### src/rtl/rns_pkg.sv
// Shared constants and FSM state type for RNS (8,7,5,3) to binary
// conversion by mixed-radix digits.
package rns_pkg;
    localparam int M8 = 8;
    localparam int M7 = 7;
    localparam int M5 = 5;
    localparam int M3 = 3;
    localparam int M = 840;
    localparam int HALF = 420;

    localparam int W8 = 8;
    localparam int W56 = 56;
    localparam int W280 = 280;

    localparam int INV8_7 = 1;
    localparam int INV8_5 = 2;
    localparam int INV7_5 = 3;
    localparam int INV8_3 = 2;
    localparam int INV7_3 = 1;
    localparam int INV5_3 = 2;

    typedef enum logic [2:0] {
        ST_IDLE = 3'd0,
        ST_D2   = 3'd1,
        ST_D3   = 3'd2,
        ST_D4   = 3'd3,
        ST_ACC  = 3'd4,
        ST_OUT  = 3'd5
    } state_t;
endpackage

### src/rtl/rns_mrc_digit.sv
// One mixed-radix step: ((a + MOD - b) * INV) mod MOD, operands already < MOD.
module rns_mrc_digit #(
    parameter int MOD = 7,
    parameter int INV = 1,
    parameter int W   = 3
) (
    input  logic [W-1:0] a,
    input  logic [W-1:0] b,
    output logic [W-1:0] d
);
    logic [7:0] diff;
    logic [7:0] prod;

    always_comb begin
        diff = (8'(a) + 8'(MOD) - 8'(b)) % 8'(MOD);
        prod = (diff * 8'(INV)) % 8'(MOD);
        d    = W'(prod);
    end
endmodule

### src/rtl/rns2bin_mrc.sv
// RNS (8,7,5,3) to binary converter: one MRC digit per cycle, then a
// weighted sum and optional signed remap, with valid/ready on both sides.
module rns2bin_mrc
    import rns_pkg::*;
#(
    parameter bit SIGNED_OUT = 1'b1,
    parameter int OUT_W      = 10
) (
    input  logic             clk,
    input  logic             rst,
    input  logic             in_valid,
    output logic             in_ready,
    input  logic [2:0]       mod8,
    input  logic [2:0]       mod7,
    input  logic [2:0]       mod5,
    input  logic [1:0]       mod3,
    output logic             out_valid,
    input  logic             out_ready,
    output logic [OUT_W-1:0] bin_out,
    output logic             err
);
    state_t state_q, state_d;
    logic [2:0] r7_q, r7_d, r5_q, r5_d;
    logic [1:0] r3_q, r3_d;
    logic [2:0] a1_q, a1_d, a2_q, a2_d, a3_q, a3_d;
    logic [1:0] a4_q, a4_d;
    logic err_q, err_d;
    logic out_valid_q, out_valid_d;
    logic err_out_q, err_out_d;
    logic [OUT_W-1:0] bin_out_q, bin_out_d;

    logic [2:0] a1_m7, a1_m5, a2_m5, a2_val, t5, a3_val;
    logic [1:0] a1_m3, a2_m3, a3_m3, t3a, t3b, a4_val;
    logic [9:0] x;
    logic [OUT_W-1:0] x_ext;

    // Each step subtracts earlier digits, so they are first reduced into the step's modulus.
    assign a1_m7 = 3'(a1_q % 3'd7);
    assign a1_m5 = 3'(a1_q % 3'd5);
    assign a1_m3 = 2'(a1_q % 3'd3);
    assign a2_m5 = 3'(a2_q % 3'd5);
    assign a2_m3 = 2'(a2_q % 3'd3);
    assign a3_m3 = 2'(a3_q % 3'd3);

    rns_mrc_digit #(.MOD(M7), .INV(INV8_7), .W(3)) u_d2  (.a(r7_q), .b(a1_m7), .d(a2_val));
    rns_mrc_digit #(.MOD(M5), .INV(INV8_5), .W(3)) u_d3a (.a(r5_q), .b(a1_m5), .d(t5));
    rns_mrc_digit #(.MOD(M5), .INV(INV7_5), .W(3)) u_d3b (.a(t5),   .b(a2_m5), .d(a3_val));
    rns_mrc_digit #(.MOD(M3), .INV(INV8_3), .W(2)) u_d4a (.a(r3_q), .b(a1_m3), .d(t3a));
    rns_mrc_digit #(.MOD(M3), .INV(INV7_3), .W(2)) u_d4b (.a(t3a),  .b(a2_m3), .d(t3b));
    rns_mrc_digit #(.MOD(M3), .INV(INV5_3), .W(2)) u_d4c (.a(t3b),  .b(a3_m3), .d(a4_val));

    always_comb begin
        x = 10'(a1_q) + 10'(a2_q) * 10'(W8) + 10'(a3_q) * 10'(W56) + 10'(a4_q) * 10'(W280);
        x_ext = OUT_W'(x);
    end

    always_comb begin
        state_d     = state_q;
        r7_d        = r7_q;
        r5_d        = r5_q;
        r3_d        = r3_q;
        a1_d        = a1_q;
        a2_d        = a2_q;
        a3_d        = a3_q;
        a4_d        = a4_q;
        err_d       = err_q;
        out_valid_d = out_valid_q;
        err_out_d   = err_out_q;
        bin_out_d   = bin_out_q;
        case (state_q)
            ST_IDLE: begin
                if (in_valid) begin
                    // Out-of-range residues are zeroed so digit math stays in range.
                    a1_d    = mod8;
                    r7_d    = (mod7 == 3'd7) ? 3'd0 : mod7;
                    r5_d    = (mod5 > 3'd4) ? 3'd0 : mod5;
                    r3_d    = (mod3 == 2'd3) ? 2'd0 : mod3;
                    err_d   = (mod7 == 3'd7) | (mod5 > 3'd4) | (mod3 == 2'd3);
                    state_d = ST_D2;
                end
            end
            ST_D2: begin
                a2_d    = a2_val;
                state_d = ST_D3;
            end
            ST_D3: begin
                a3_d    = a3_val;
                state_d = ST_D4;
            end
            ST_D4: begin
                a4_d    = a4_val;
                state_d = ST_ACC;
            end
            ST_ACC: begin
                if (err_q) begin
                    bin_out_d = '0;
                end else if (SIGNED_OUT && (x >= 10'(HALF))) begin
                    bin_out_d = x_ext - OUT_W'(M);
                end else begin
                    bin_out_d = x_ext;
                end
                err_out_d   = err_q;
                out_valid_d = 1'b1;
                state_d     = ST_OUT;
            end
            ST_OUT: begin
                if (out_ready) begin
                    out_valid_d = 1'b0;
                    state_d     = ST_IDLE;
                end
            end
            default: state_d = ST_IDLE;
        endcase
    end

    always_ff @(posedge clk or posedge rst) begin
        if (rst) begin
            state_q     <= ST_IDLE;
            r7_q        <= '0;
            r5_q        <= '0;
            r3_q        <= '0;
            a1_q        <= '0;
            a2_q        <= '0;
            a3_q        <= '0;
            a4_q        <= '0;
            err_q       <= 1'b0;
            out_valid_q <= 1'b0;
            err_out_q   <= 1'b0;
            bin_out_q   <= '0;
        end else begin
            state_q     <= state_d;
            r7_q        <= r7_d;
            r5_q        <= r5_d;
            r3_q        <= r3_d;
            a1_q        <= a1_d;
            a2_q        <= a2_d;
            a3_q        <= a3_d;
            a4_q        <= a4_d;
            err_q       <= err_d;
            out_valid_q <= out_valid_d;
            err_out_q   <= err_out_d;
            bin_out_q   <= bin_out_d;
        end
    end

    assign in_ready  = (state_q == ST_IDLE);
    assign out_valid = out_valid_q;
    assign bin_out   = bin_out_q;
    assign err       = err_out_q;
endmodule

### config.mk
export PLATFORM = sky130hd
export DESIGN_NAME = rns2bin_mrc
export DESIGN_NICKNAME = d
export VERILOG_FILES = /design/src/rtl/rns_pkg.sv /design/src/rtl/rns_mrc_digit.sv /design/src/rtl/rns2bin_mrc.sv
export SDC_FILE = /design/constraint.sdc
export NUM_CORES = 1
export LEC_CHECK = 0
export ABC_AREA = 1
export BUFFER_PORTS_ARGS = -buffer_cell sky130_fd_sc_hd__buf_2
export CAP_MARGIN = 0
export CORE_ASPECT_RATIO = 1.2
export CORE_UTILIZATION = 40
export DETAILED_ROUTE_END_ITERATION = 8
export PLACE_DENSITY = 0.56
export SYNTH_ARGS = -nofsm -noshare
export SYNTH_HDL_FRONTEND = slang
export SYNTH_SLANG_ARGS = --single-unit
### constraint.sdc
create_clock -name clk -period 36.9 [get_ports clk]
set_input_delay 7.38 -clock clk [delete_from_list [all_inputs] [get_ports clk]]
set_output_delay 7.38 -clock clk [all_outputs]
set_load 0.05 [all_outputs]
==> flow_metrics.tcl <==
set metrics [dict create \
    drc 0 \
    critPathLaunchType "flip-flop" \
    cts_max_level 2 \
    cts_sinks 35 \
    fillCellCount 2138 \
    synthTopCellsByArea "ha_1, nand2_1, dfrtp_1, inv_1, nor2_1" \
    dieHeight_um 158 \
    initial_core_util_pct 41.2 \
    crit_fanout 8 \
    ys_types 61 \
    vias_per_cell 4.72 \
    first_global_vias 6913 \
    synth.largest_area_cell "ha_1" \
    max_stage_delay_ps 430 \
    syn_nets 1423 \
    arrival_ps 23030 \
    antenna_found_initial 0 \
    post-synth-top-area-fraction_pct 14.7 \
    synthFlopType "dfrtp_1" \
    gr-total-overflow 0 \
    cts_tree "yes" \
    ios 28 \
    worst_pin_slew_ps 617 \
    ant_nets 0 \
    synth_area_um2 8150 \
    cap_violations 0 \
    final-max-slew-violation-count 0 \
    slowest_stage "dfrtp_1" \
    synthToLayoutAreaGrowth_pct 7.61 \
    period_needed_ps 22880 \
    clock_latency_ps 280 \
    rsz0062_at_grt "no" \
    hold_violations 0 \
    dp_hpwl_mm 13.5 \
    ff_latch_area_um2 876 \
    routedWlPerCell_um 9.92 \
    cts_buffer_depth 2 \
    setup_violations 0 \
    drive_gt1_share_pct 12.8 \
    endpoint_kind "flip-flop" \
    root_buffer "clkbuf_16" \
    crit_required_ps 37050 \
    yosys_warnings 0 \
    synth_edf_count 0 \
    multi_input_area_um2 6270 \
    status "finished clean" \
    seq_area_frac_synth_pct 10.7 \
    avgSynthCellArea_um2 6.28 \
    clk_pin_slew_ps 60 \
    cts_resized 0 \
    first_pass_iters 4 \
    gp_congestion 0.788 \
    nets 1454 \
    skew_ps 9.32 \
    drtIter0Drc 258 \
    numCtsBuffers 5 \
    rows 56 \
    routed_wl_mm 15.8 \
    synth.most_common_cell "nand2_1" \
    synth_commonest_cells "nand2_1, inv_1, nor2_1" \
    synthArstFlopShare_pct 100 \
    port_buffers 27 \
    ctsHoldBuffers 0 \
    die_w_um 132 \
    fin_crit_sh_pct 62.0 \
    diodes 0 \
    hold_class "reg2reg" \
    finalSetupTns_ps 0 \
    grt_pass1_wl_mm 28.5 \
    syn_inst 1298 \
    core_area_um2 19800 \
    grt_max_degree 36 \
    grt_usage_pct 15.6 \
    worst-setup-path-type "reg2reg" \
    die_area_um2 21000 \
    ys_ff_latch 35 \
    max_freq_ghz 0.0437 \
    num_vias 7504 \
    slew_headroom_pct 58.5 \
    cts_setup_buffers 0 \
]
## state kept, by name, indices dropped and copies added (netlist names)
| name | cells |
|---|---|
| a3_q | 3 |
| bin_out | 10 |
| err | 1 |
| err_q | 1 |
| a4_q | 2 |
| a2_q | 3 |
| a1_q | 3 |
| state_q | 3 |
| r3_q | 2 |
| out_valid | 1 |
| r5_q | 3 |
| r7_q | 3 |
## path summary, 6_finish.rpt
kind / from / to / slack, ps / cells after the start
setup / recovery: a1_q[1]$_DFFE_PP0P_ / a4_q[0]$_DFFE_PP0N_ / 14020 / 178
hold / removal: err$_DFFE_PP0P_ / err$_DFFE_PP0P_ / 500 / 2
setup reg to reg: a1_q[1]$_DFFE_PP0P_ / a4_q[0]$_DFFE_PP0N_ / 14020 / 178
hold reg to reg: err$_DFFE_PP0P_ / err$_DFFE_PP0P_ / 500 / 2
max in group asynchronous: rst / a4_q[0]$_DFFE_PP0N_ / 29380 / 3
min in group asynchronous: rst / r7_q[1]$_DFFE_PP0P_ / 7200 / 3
## worst max-delay path, delay by kind of cell (launching register included)
kind	cells	cell delay [ps]
and+or+nand+nor	78	8370
adders and majority gates	21	4930
AOI/OAI and AO/OA	27	4370
buffers and inverters	43	2970
xor gates and xnor gates	9	1630
DFF	1	430
## cell families (layout without fill, tap and decap cells)
logic type / count (synthesis) / in the layout / share of synthesized area (%)
and+or+nand+nor: 643 / 643 / 38.2
muxes: 5 / 5 / 0.629
DFF: 35 / 35 / 10.7
adders and majority gates: 110 / 110 / 18.2
xor gates and xnor gates: 64 / 64 / 6.88
buffers and inverters: 265 / 297 / 12.3
AOI/OAI and AO/OA: 176 / 176 / 13.0
## routing by layer
layer	global-route usage, %	share of wire (%)
met5	0	0
met4	1.70	0.25
met3	1.18	1.5
met2	30.3	50
met1	19.2	48
## cells in the final DEF, fill, tap and decap left out, types with 6 or more instances in the layout
cell type and n:
nand3b_1 7, inv_2 25, nand4_1 20, dfrtp_1 35
nor3_1 20, fa_1 14, nand3_1 75, nand2_1 296
xor2_1 49, nor2_1 118, xnor2_1 15, nand3_2 21
buf_2 27, a21oi_1 46, ha_1 96, nor2_2 8
o21ai_0 69, inv_1 232, or2_2 6, nand2_4 13
nand2_2 37, o21ai_1 13
## area by class of cell
| class | instances | area share, % |
|---|---|---|
| clock inverter | 2 | 0.399 |
| tap | 261 | 3.72 |
| timing repair buffer | 28 | 1.63 |
| sequential | 35 | 9.99 |
| multi-input combinational | 998 | 71.5 |
| clock buffer | 6 | 1.58 |
| inverter | 261 | 11.2 |
## stage by stage
stage | util, % | hold slack [ps] | instance area (um2) | instances | setup WS [ps]
floorplan | - | 494 | 8150 | 1298 | 16450
global placement | 43.5 | 478 | 8600 | 1583 | 14530
detailed placement | 43.5 | 475 | 8600 | 1583 | 13990
CTS | 44.4 | 496 | 8770 | 1591 | 13890
global route | 44.4 | 508 | 8770 | 1591 | 10770
finish | 44.4 | 496 | 8770 | 1591 | 14020
Power is not shown: default switching activity piles up to over one toggle a cycle in this logic, so the estimate is an artifact.
